File: config.mk
export PLATFORM = sky130hd
export DESIGN_NAME = wb_byte_master
export DESIGN_NICKNAME = d
export VERILOG_FILES = /design/src/rtl/wbm_byte_pkg.sv /design/src/rtl/wbm_timeout_ctr.sv /design/src/rtl/wb_byte_master.sv
export SDC_FILE = /design/constraint.sdc
export NUM_CORES = 1
export LEC_CHECK = 0
export CORE_MARGIN = 4
export CORE_UTILIZATION = 55
export CTS_BUF_LIST = sky130_fd_sc_hd__clkbuf_8
export CTS_CLUSTER_SIZE = 24
export DETAILED_ROUTE_END_ITERATION = 8
export PLACE_DENSITY_LB_ADDON = 0.25
export SYNTH_ARGS = -nofsm -noshare
export SYNTH_HDL_FRONTEND = slang
export SYNTH_SLANG_ARGS = --single-unit
File: constraint.sdc
create_clock -name wb_clk_i -period 5.4 [get_ports wb_clk_i]
set_input_delay 1.08 -clock wb_clk_i [delete_from_list [all_inputs] [get_ports wb_clk_i]]
set_output_delay 1.08 -clock wb_clk_i [all_outputs]
set_load 0.005 [all_outputs]
File: src/rtl/wbm_byte_pkg.sv
// wbm_byte_pkg: opcodes, status codes and FSM states shared by the byte-driven Wishbone master.
package wbm_byte_pkg;
    localparam logic [7:0] OP_WRITE   = 8'h57;
    localparam logic [7:0] OP_READ    = 8'h52;
    localparam logic [7:0] ST_OK      = 8'h00;
    localparam logic [7:0] ST_ERR     = 8'h01;
    localparam logic [7:0] ST_TIMEOUT = 8'h02;
    localparam logic [7:0] ST_BADOP   = 8'h03;
    typedef enum logic [2:0] {IDLE, ADDR, DATA, BUS, RESP} state_t;
endpackage

File: src/rtl/wbm_timeout_ctr.sv
// wbm_timeout_ctr: counts bus cycles and flags the last allowed one.
module wbm_timeout_ctr #(
    parameter int unsigned LIMIT = 255
) (
    input  logic clk,
    input  logic rst_n,
    input  logic clear,
    input  logic en,
    output logic expired
);
    logic [15:0] count;
    always_ff @(posedge clk or negedge rst_n) begin
        if (!rst_n) count <= '0;
        else if (clear) count <= '0;
        else if (en) count <= count + 16'd1;
    end
    assign expired = en && (count == 16'(LIMIT - 1));
endmodule

File: src/rtl/wb_byte_master.sv
// wb_byte_master: byte-stream command parser driving single classic Wishbone beats; WBM_TIMEOUT_EN adds a bus timeout.
module wb_byte_master
    import wbm_byte_pkg::*;
#(
    parameter int unsigned TIMEOUT_CYCLES = 255
) (
    input  logic        wb_clk_i,
    input  logic        wb_rst_ni,
    input  logic [7:0]  rx_data_i,
    input  logic        rx_valid_i,
    output logic        rx_ready_o,
    output logic [7:0]  tx_data_o,
    output logic        tx_valid_o,
    input  logic        tx_ready_i,
    output logic [31:0] wbm_adr_o,
    output logic [31:0] wbm_dat_o,
    input  logic [31:0] wbm_dat_i,
    output logic [3:0]  wbm_sel_o,
    output logic        wbm_we_o,
    output logic        wbm_cyc_o,
    output logic        wbm_stb_o,
    input  logic        wbm_ack_i,
    input  logic        wbm_err_i,
    output logic        busy_o
);
    state_t      state;
    logic [1:0]  cnt;
    logic        wr;
    logic        dphase;
    logic [31:0] rdata;
    logic        expired;
    logic        rx_fire;
    logic        tx_fire;
    assign rx_fire = rx_valid_i & rx_ready_o;
    assign tx_fire = tx_valid_o & tx_ready_i;
`ifdef WBM_TIMEOUT_EN
    wbm_timeout_ctr #(.LIMIT(TIMEOUT_CYCLES)) u_timeout (
        .clk(wb_clk_i),
        .rst_n(wb_rst_ni),
        .clear(state != BUS),
        .en(state == BUS),
        .expired(expired)
    );
`else
    assign expired = (TIMEOUT_CYCLES == 0);
`endif
    always_ff @(posedge wb_clk_i or negedge wb_rst_ni) begin
        if (!wb_rst_ni) begin
            state      <= IDLE;
            cnt        <= '0;
            wr         <= 1'b0;
            dphase     <= 1'b0;
            rdata      <= '0;
            rx_ready_o <= 1'b0;
            tx_data_o  <= '0;
            tx_valid_o <= 1'b0;
            wbm_adr_o  <= '0;
            wbm_dat_o  <= '0;
            wbm_sel_o  <= '0;
            wbm_we_o   <= 1'b0;
            wbm_cyc_o  <= 1'b0;
            wbm_stb_o  <= 1'b0;
            busy_o     <= 1'b0;
        end else begin
            case (state)
                IDLE: begin
                    rx_ready_o <= 1'b1;
                    if (rx_fire) begin
                        busy_o <= 1'b1;
                        cnt    <= '0;
                        dphase <= 1'b0;
                        // anything but a read answers with a single status byte
                        wr     <= rx_data_i != OP_READ;
                        if (rx_data_i == OP_WRITE || rx_data_i == OP_READ) begin
                            state <= ADDR;
                        end else begin
                            state      <= RESP;
                            rx_ready_o <= 1'b0;
                            tx_valid_o <= 1'b1;
                            tx_data_o  <= ST_BADOP;
                        end
                    end
                end
                ADDR: if (rx_fire) begin
                    wbm_adr_o <= {wbm_adr_o[23:0], rx_data_i};
                    cnt       <= cnt + 2'd1;
                    if (cnt == 2'd3) begin
                        if (wr) begin
                            state <= DATA;
                        end else begin
                            state      <= BUS;
                            rx_ready_o <= 1'b0;
                            wbm_cyc_o  <= 1'b1;
                            wbm_stb_o  <= 1'b1;
                            wbm_sel_o  <= 4'hf;
                            wbm_we_o   <= 1'b0;
                        end
                    end
                end
                DATA: if (rx_fire) begin
                    wbm_dat_o <= {wbm_dat_o[23:0], rx_data_i};
                    cnt       <= cnt + 2'd1;
                    if (cnt == 2'd3) begin
                        state      <= BUS;
                        rx_ready_o <= 1'b0;
                        wbm_cyc_o  <= 1'b1;
                        wbm_stb_o  <= 1'b1;
                        wbm_sel_o  <= 4'hf;
                        wbm_we_o   <= 1'b1;
                    end
                end
                BUS: if (wbm_ack_i || wbm_err_i || expired) begin
                    state      <= RESP;
                    wbm_cyc_o  <= 1'b0;
                    wbm_stb_o  <= 1'b0;
                    wbm_sel_o  <= '0;
                    wbm_we_o   <= 1'b0;
                    tx_valid_o <= 1'b1;
                    cnt        <= '0;
                    dphase     <= 1'b0;
                    tx_data_o  <= wbm_err_i ? ST_ERR : (wbm_ack_i ? ST_OK : ST_TIMEOUT);
                    rdata      <= (wbm_ack_i && !wbm_err_i && !wr) ? wbm_dat_i : '0;
                end
                RESP: if (tx_fire) begin
                    if (wr || (dphase && cnt == 2'd3)) begin
                        state      <= IDLE;
                        busy_o     <= 1'b0;
                        tx_valid_o <= 1'b0;
                        rx_ready_o <= 1'b1;
                    end else begin
                        tx_data_o <= rdata[31:24];
                        rdata     <= {rdata[23:0], 8'h00};
                        dphase    <= 1'b1;
                        cnt       <= dphase ? cnt + 2'd1 : cnt;
                    end
                end
                default: state <= IDLE;
            endcase
        end
    end
endmodule

==> run_results.csv, run 1 <==
group,metric,value,unit
placed_design,port_buffers,127,
grt,grtUsageTotal,21.2,%
finish,multiInputGateArea,2020,um2
clock_tree,cts_setup_buffers,0,
clock_tree,clock_sinks,116,
floorplan,rows,34,
logic_synthesis,yosysSeqAreaShare,56.9,%
sta,tns,0,ns
finish,post-route-util,77.7,%
logic_synthesis,synthesis.nets,434,
clock_tree,root_buffer,"clkbuf_8",
logic_synthesis,synth_cell_type_count,53,
hold_path,min_from,"wbm_adr_o[29]",
clock_tree,numCtsBuffers,17,
setup_path,cp-startpoint,"wbm_err_i",
clock_tree,clk_latency,0.41,ns
setup_path,cp-start-kind,"input port",
route,drtPass1Iterations,4,
logic_synthesis,async_flop_share,100,%
placed_design,dpl_cell_area,6440,um2
route,ant_nets,0,
grt,grt_pass1_vias,3664,
finish,n_antenna_cell,0,
route,vias_per_cell,5.69,
power_and_ir_drop,power_density,304,nW/um2
sta,finalSetupViolCount,0,
sta,rsz0062_at_grt,"no",
power_and_ir_drop,ir_drop,0.000174,V
clock_tree,cts_tree,"yes",
sta,max_freq,312,MHz
logic_synthesis,syn_area,5100,um2
finish,stdcell_area,6910,um2
finish,fillers,575,
sta,fin_skew,0.0131,ns
setup_path,cp_cell_sequence,"clkdlybuf4s50_1 > o21ai_0 > o22ai_1 > nand2_1 > mux2_2",
placed_design,dp_cells,602,
power_and_ir_drop,power.share.clock,43.4,%
setup_path,cp_top_family,"simple AND/OR/NAND/NOR gates",
finish,drive_gt1_share,24.0,%
setup_path,cp.required,5.68,ns
power_and_ir_drop,p_switching,465,uW
power_and_ir_drop,leakagePower,3.23,nW
logic_synthesis,ys_warn_count,0,
setup_path,reg2reg_from,"state[1]",
clock_tree,postCtsResizedCells,0,
logic_synthesis,synth_edf_count,0,
outcome,status,"finished, final reports clean",
floorplan,fp.dieW,104,um
sta,fin_crit,3.21,ns
finish,regArea,2900,um2
logic_synthesis,synth_flop_cell,"dfrtp_1",
grt,grt_max_degree,63,
setup_path,crit_buf_inv,1,
power_and_ir_drop,p_comb_share,10.6,%
grt,grt_pass1_wl,18500,um
floorplan,ios,128,
clock_tree,hold_buffers,0,
setup_path,critPathMaxStageDelay,0.90,ns
finish,nNetsFinal,560,
finish,final_common_cell,"clkdlybuf4s50_1",
grt,grt_overflow,0,
clock_tree,cts_buffer_depth,2,
setup_path,worstPathArrival,3.48,ns
logic_synthesis,avgSynthCellArea,13.2,um2
floorplan,die_y,104,um
route,vias,3607,
hold_path,holdPathStages,1,
floorplan,core_area,8890,um2
route,wl,11100,um
setup_path,slowest_stage,"nand2_1",
setup_path,worstPathMaxFanout,28,
setup_path,timing_worst_setup_path_type,"input port to register",
sta,final.period_utilization,59.4,%
sta,hold_viol_final,0,
setup_path,cp_num_cells,5,
sta,slew_headroom,19.3,%
route,drt_iter0_markers,176,
run,drv_cap,0,
power_and_ir_drop,design_power_total,2.10,mW
setup_path,worstSetupEndpointType,"register",
floorplan,dieArea,10900,um2
finish,fin_cells,634,
clock_tree,path_clk_slew,0.07,ns
clock_tree,cts_htree_levels,4,
power_and_ir_drop,p_sw_share,22.2,%
power_and_ir_drop,p_int,1.63,mW
sta,drv_slew,0,
finish,final_cell_mix,"clkdlybuf4s50_1 (126), dfrtp_1 (116), mux2_2 (79)",
power_and_ir_drop,p_seq_share,45.9,%
grt,antenna_found_initial,0,
logic_synthesis,netlist_instances,387,
setup_path,ff2ff_path_depth,4,
finish,areaGrowthSynthToFinish,35.4,%
placed_design,place_hpwl,7630,um
logic_synthesis,ys_ff_latch,116,
route,drc,0,
route,drt-wirelength-per-cell,17.6,um
placed_design,gp_congestion,0.870,
floorplan,start_util,57.4,%
hold_path,min_path_type,"register to register",
sta,worst_pin_slew,1.21,ns
## worst reg2reg max path, stage by stage (launching register included)
cell and delay, ns:
dfrtp_1 0.62, or3b_1 0.59, o22ai_1 0.22, nand2_1 0.72
mux2_2 0.57
## cell usage after synthesis, drive strengths merged, types with 2 or more instances
library cell / instances / area share (%)
mux2: 90 / 20
o22ai: 4 / 0.49
o21ai: 6 / 0.59
nor2: 6 / 0.44
dfrtp: 116 / 57
nand2b: 3 / 0.37
nand2: 23 / 1.7
clkbuf: 11 / 0.81
buf: 16 / 1.8
inv: 16 / 1.2
or3b: 2 / 0.34
a31oi: 2 / 0.25
a21oi: 6 / 0.59
nor2b: 4 / 0.49
a21o: 3 / 0.44
nand3: 2 / 0.20
a22o: 27 / 4.6
mux2i: 16 / 3.1
o21a: 3 / 0.44
nor3: 3 / 0.29
a211oi: 3 / 0.54
## area by class of cell
cell class,instances,area share [%]
Timing Repair Buffer,134,19.1
Multi-Input combinational cell,228,29.3
Inverter,16,0.870
Clock buffer,19,3.79
Tap cell,108,1.96
Clock inverter,13,2.95
Sequential cell,116,42.0
## per-stage QoR
stage / hold slack [ns] / setup WS (ns)
finish: 0.492 / 2.19
global route: 0.505 / 2.02
CTS: 0.495 / 2.23
detailed placement: 0.479 / 1.77
global placement: 0.469 / 1.90
floorplan: 0.477 / 2.94
## sequential cells by signal, indices dropped and copies added, names as in the netlist
| name | flops |
|---|---|
| busy_o | 1 |
| wbm_sel_o | 1 |
| tx_valid_o | 1 |
| wbm_we_o | 1 |
| cnt | 2 |
| wbm_dat_o | 32 |
| state | 3 |
| rx_ready_o | 1 |
| tx_data_o | 8 |
| wbm_adr_o | 32 |
| wr | 1 |
| rdata | 32 |
| dphase | 1 |
## power groups by stage
stage,Sequential [mW],Combinational (mW),Clock [mW]
CTS,0.963,0.227,0.930
finish,0.964,0.223,0.912
global placement,0.976,0.217,0
global route,0.970,0.245,0.970
floorplan,0.968,0.107,0
detailed placement,0.977,0.224,0
## final timing paths
path	end	slack, ns
min	wbm_adr_o[29]	0.49
min in group asynchronous	wbm_dat_o[20]	0.71
min reg2reg	wbm_adr_o[29]	0.49
max reg2reg	rdata[28]	2.55
max in group asynchronous	wbm_dat_o[9]	3.46
max	rdata[28]	2.19
## kinds of logic after synthesis
logic type	count (synthesis)	share of synthesized area (%)
and+or+nand+nor	52	5.45
buffers and inverters	43	3.78
adders and majority gates	1	0.245
AOI/OAI and AO/OA	67	10.2
xor gates and xnor gates	2	0.344
muxes	106	23.1
DFF	116	56.9
## layer usage
| layer | share of wire (%) | vias up | GRT usage [%] |
|---|---|---|---|
| li1 | - | 1649 | - |
| met1 | 43 | 1799 | 28.9 |
| met2 | 50 | 145 | 33.6 |
| met3 | 5.4 | 14 | 4.78 |
| met4 | 1.3 | 0 | 6.93 |
| met5 | 0 | - | 0 |
(Power assumes the default switching activity.)
==> run 2: changes to the inputs <==
--- a/config.mk
+++ b/config.mk
@@ -6,7 +6,7 @@
 export NUM_CORES = 1
 export LEC_CHECK = 0
 export CORE_MARGIN = 4
-export CORE_UTILIZATION = 55
+export CORE_UTILIZATION = 51
 export CTS_BUF_LIST = sky130_fd_sc_hd__clkbuf_8
 export CTS_CLUSTER_SIZE = 24
 export DETAILED_ROUTE_END_ITERATION = 8
==> constraint.sdc (replaced) <==
create_clock -name wb_clk_i -period 2.97 [get_ports wb_clk_i]
set_input_delay 0.594 -clock wb_clk_i [delete_from_list [all_inputs] [get_ports wb_clk_i]]
set_output_delay 0.594 -clock wb_clk_i [all_outputs]
set_load 0.005 [all_outputs]
==> run 2 against run 1 <==
  * Worst setup slack lost 1.7 ns
  * Critical path depth shrank 1
  * Largest power group unchanged
  * Worst hold slack lost 0.44 ns
  * Flip-flop and latch count is the same
==> run_results.csv, run 2 (synthesized netlist as in run 1, its figures left out) <==
group,metric,value,unit
outcome,status,"finished, final reports clean",
finish,reg_top3,"rdata: 32 flops, wbm_adr_o: 32 flops, wbm_dat_o: 32 flops",
route,wl,11000,um
route,drtPass1Iterations,4,
floorplan,die_y,108,um
finish,post-route-util,71.5,%
setup_path,reg2reg_slack,0.50,ns
setup_path,cp_cell_sequence,"or3b_1 > or4b_4 > a221o_1 > mux2_4",
placed_design,gp_congestion,0.887,
finish,nNetsFinal,564,
setup_path,rr_endpoint,"cnt[0]",
sta,max_freq,404,MHz
floorplan,fp.dieW,108,um
finish,drive_gt1_share,24.7,%
power_and_ir_drop,leakagePower,3.25,nW
clock_tree,numCtsBuffers,17,
floorplan,dieArea,11700,um2
sta,final.period_utilization,83.3,%
finish,areaGrowthSynthToFinish,36.9,%
placed_design,pre_cts_slack,0.183,ns
route,drt-wirelength-per-cell,16.6,um
power_and_ir_drop,design_power_total,3.80,mW
clock_tree,cts_setup_buffers,0,
power_and_ir_drop,p_switching,850,uW
power_and_ir_drop,power.share.clock,43.2,%
setup_path,cp.required,3.28,ns
setup_path,crit_buf_inv,0,
grt,grtUsageTotal,19.8,%
finish,n_antenna_cell,0,
sta,worst_pin_slew,0.836,ns
setup_path,timing_worst_setup_path_type,"register to register",
floorplan,rows,36,
placed_design,port_buffers,127,
route,drc,0,
route,wl_met3,813,um
hold_path,min_path_type,"input port to asynchronous set/reset pin",
floorplan,start_util,52.2,%
setup_path,worstSetupEndpointType,"register",
grt,antenna_found_initial,0,
power_and_ir_drop,p_sw_share,22.4,%
sta,finalSetupViolCount,0,
power_and_ir_drop,p_int,2.95,mW
placed_design,dpl_cell_area,6530,um2
sta,hold_viol_final,0,
clock_tree,postCtsResizedCells,0,
clock_tree,clock_sinks,116,
setup_path,cp-start-kind,"register",
clock_tree,path_clk_slew,0.07,ns
clock_tree,cts_tree,"yes",
setup_path,reg2reg_from,"state[1]",
grt,grt_pass1_wl,17900,um
setup_path,worstPathArrival,2.78,ns
clock_tree,cts_htree_levels,4,
run,drv_cap,0,
setup_path,cp_top_family,"simple AND/OR/NAND/NOR gates",
route,vias,3560,
grt,grt_max_degree,60,
power_and_ir_drop,ir_drop,0.000286,V
power_and_ir_drop,p_seq_share,46.1,%
setup_path,critPathMaxStageDelay,0.64,ns
sta,fin_skew,0.0145,ns
route,ant_nets,0,
setup_path,worstPathMaxFanout,21,
finish,stdcell_area,6980,um2
sta,slew_headroom,44.2,%
clock_tree,cts_buffer_depth,2,
sta,fin_crit,2.47,ns
finish,final_cell_mix,"clkdlybuf4s50_1 (126), dfrtp_1 (116), mux2_2 (79)",
clock_tree,hold_buffers,0,
finish,final_common_cell,"clkdlybuf4s50_1",
route,vias_per_cell,5.37,
sta,rsz0062_at_grt,"no",
placed_design,place_hpwl,7830,um
power_and_ir_drop,power_density,544,nW/um2
sta,tns,0,ns
sta,fin_ws,0.495,ns
route,routed.top_layer,"met4",
setup_path,slowest_stage,"dfrtp_1",
floorplan,ios,128,
grt,grt_pass1_vias,3556,
route,wl_met1,4810,um
grt,grt_overflow,0,
route,wl_met2,5280,um
setup_path,ff2ff_path_depth,4,
clock_tree,root_buffer,"clkbuf_8",
route,drt_iter0_markers,152,
clock_tree,clk_latency,0.43,ns
floorplan,core_area,9770,um2
power_and_ir_drop,p_comb_share,10.7,%
sta,drv_slew,0,
==> run 2: worst reg2reg max path: cells and delay by family (launching register included) <==
family,cells,cell delay (ns)
AO/OA/AOI/OAI,1,0.33
flip-flops,1,0.64
multiplexers,1,0.26
AND/OR/NAND/NOR,2,1.13
==> run 2: how the worst max path moves through the flow <==
stage	start	end	slack [ns]	depth (start not counted)
2_1_floorplan	state[0]	cnt[0]	0.80	6
3_3_place_gp	rx_valid_i	tx_data_o[5]	0.27	5
3_5_place_dp	rx_valid_i	tx_data_o[0]	0.18	5
4_1_cts	state[1]	cnt[0]	0.50	4
5_1_grt	state[1]	cnt[0]	0.42	4
6_report	state[1]	cnt[0]	0.50	4
==> run 2: cell type report <==
| type | instances | area, um2 |
|---|---|---|
| Timing Repair Buffer | 138 | 1380 |
| Sequential cell | 116 | 2900 |
| Clock buffer | 18 | 248 |
| Fill cell | 716 | 2790 |
| Inverter | 16 | 60.1 |
| Clock inverter | 14 | 209 |
| Multi-Input combinational cell | 228 | 2020 |
| Tap cell | 133 | 166 |
==> run 2: stage by stage <==
step                      hold slack, ns  instances
after floorplan                    0.298        387
after detailed placement           0.478        631
after global placement             0.469        631
after CTS                         0.0364        663
final                             0.0535        663
after global routing              0.0401        663
==> run 2: power groups by stage <==
| stage | registers [mW] | logic, mW | clock network, mW |
|---|---|---|---|
| finish | 1.75 | 0.407 | 1.64 |
| global placement | 1.77 | 0.400 | 0 |
| CTS | 1.75 | 0.414 | 1.67 |
| global route | 1.76 | 0.448 | 1.74 |
| detailed placement | 1.78 | 0.412 | 0 |
| floorplan | 1.76 | 0.195 | 0 |
==> run 2: routing by layer <==
metal | vias up | GRT usage (%)
li1 | 1660 | -
met5 | - | 0
met3 | 12 | 6.15
met4 | 0 | 5.86
met1 | 1753 | 26.4
met2 | 135 | 31.3
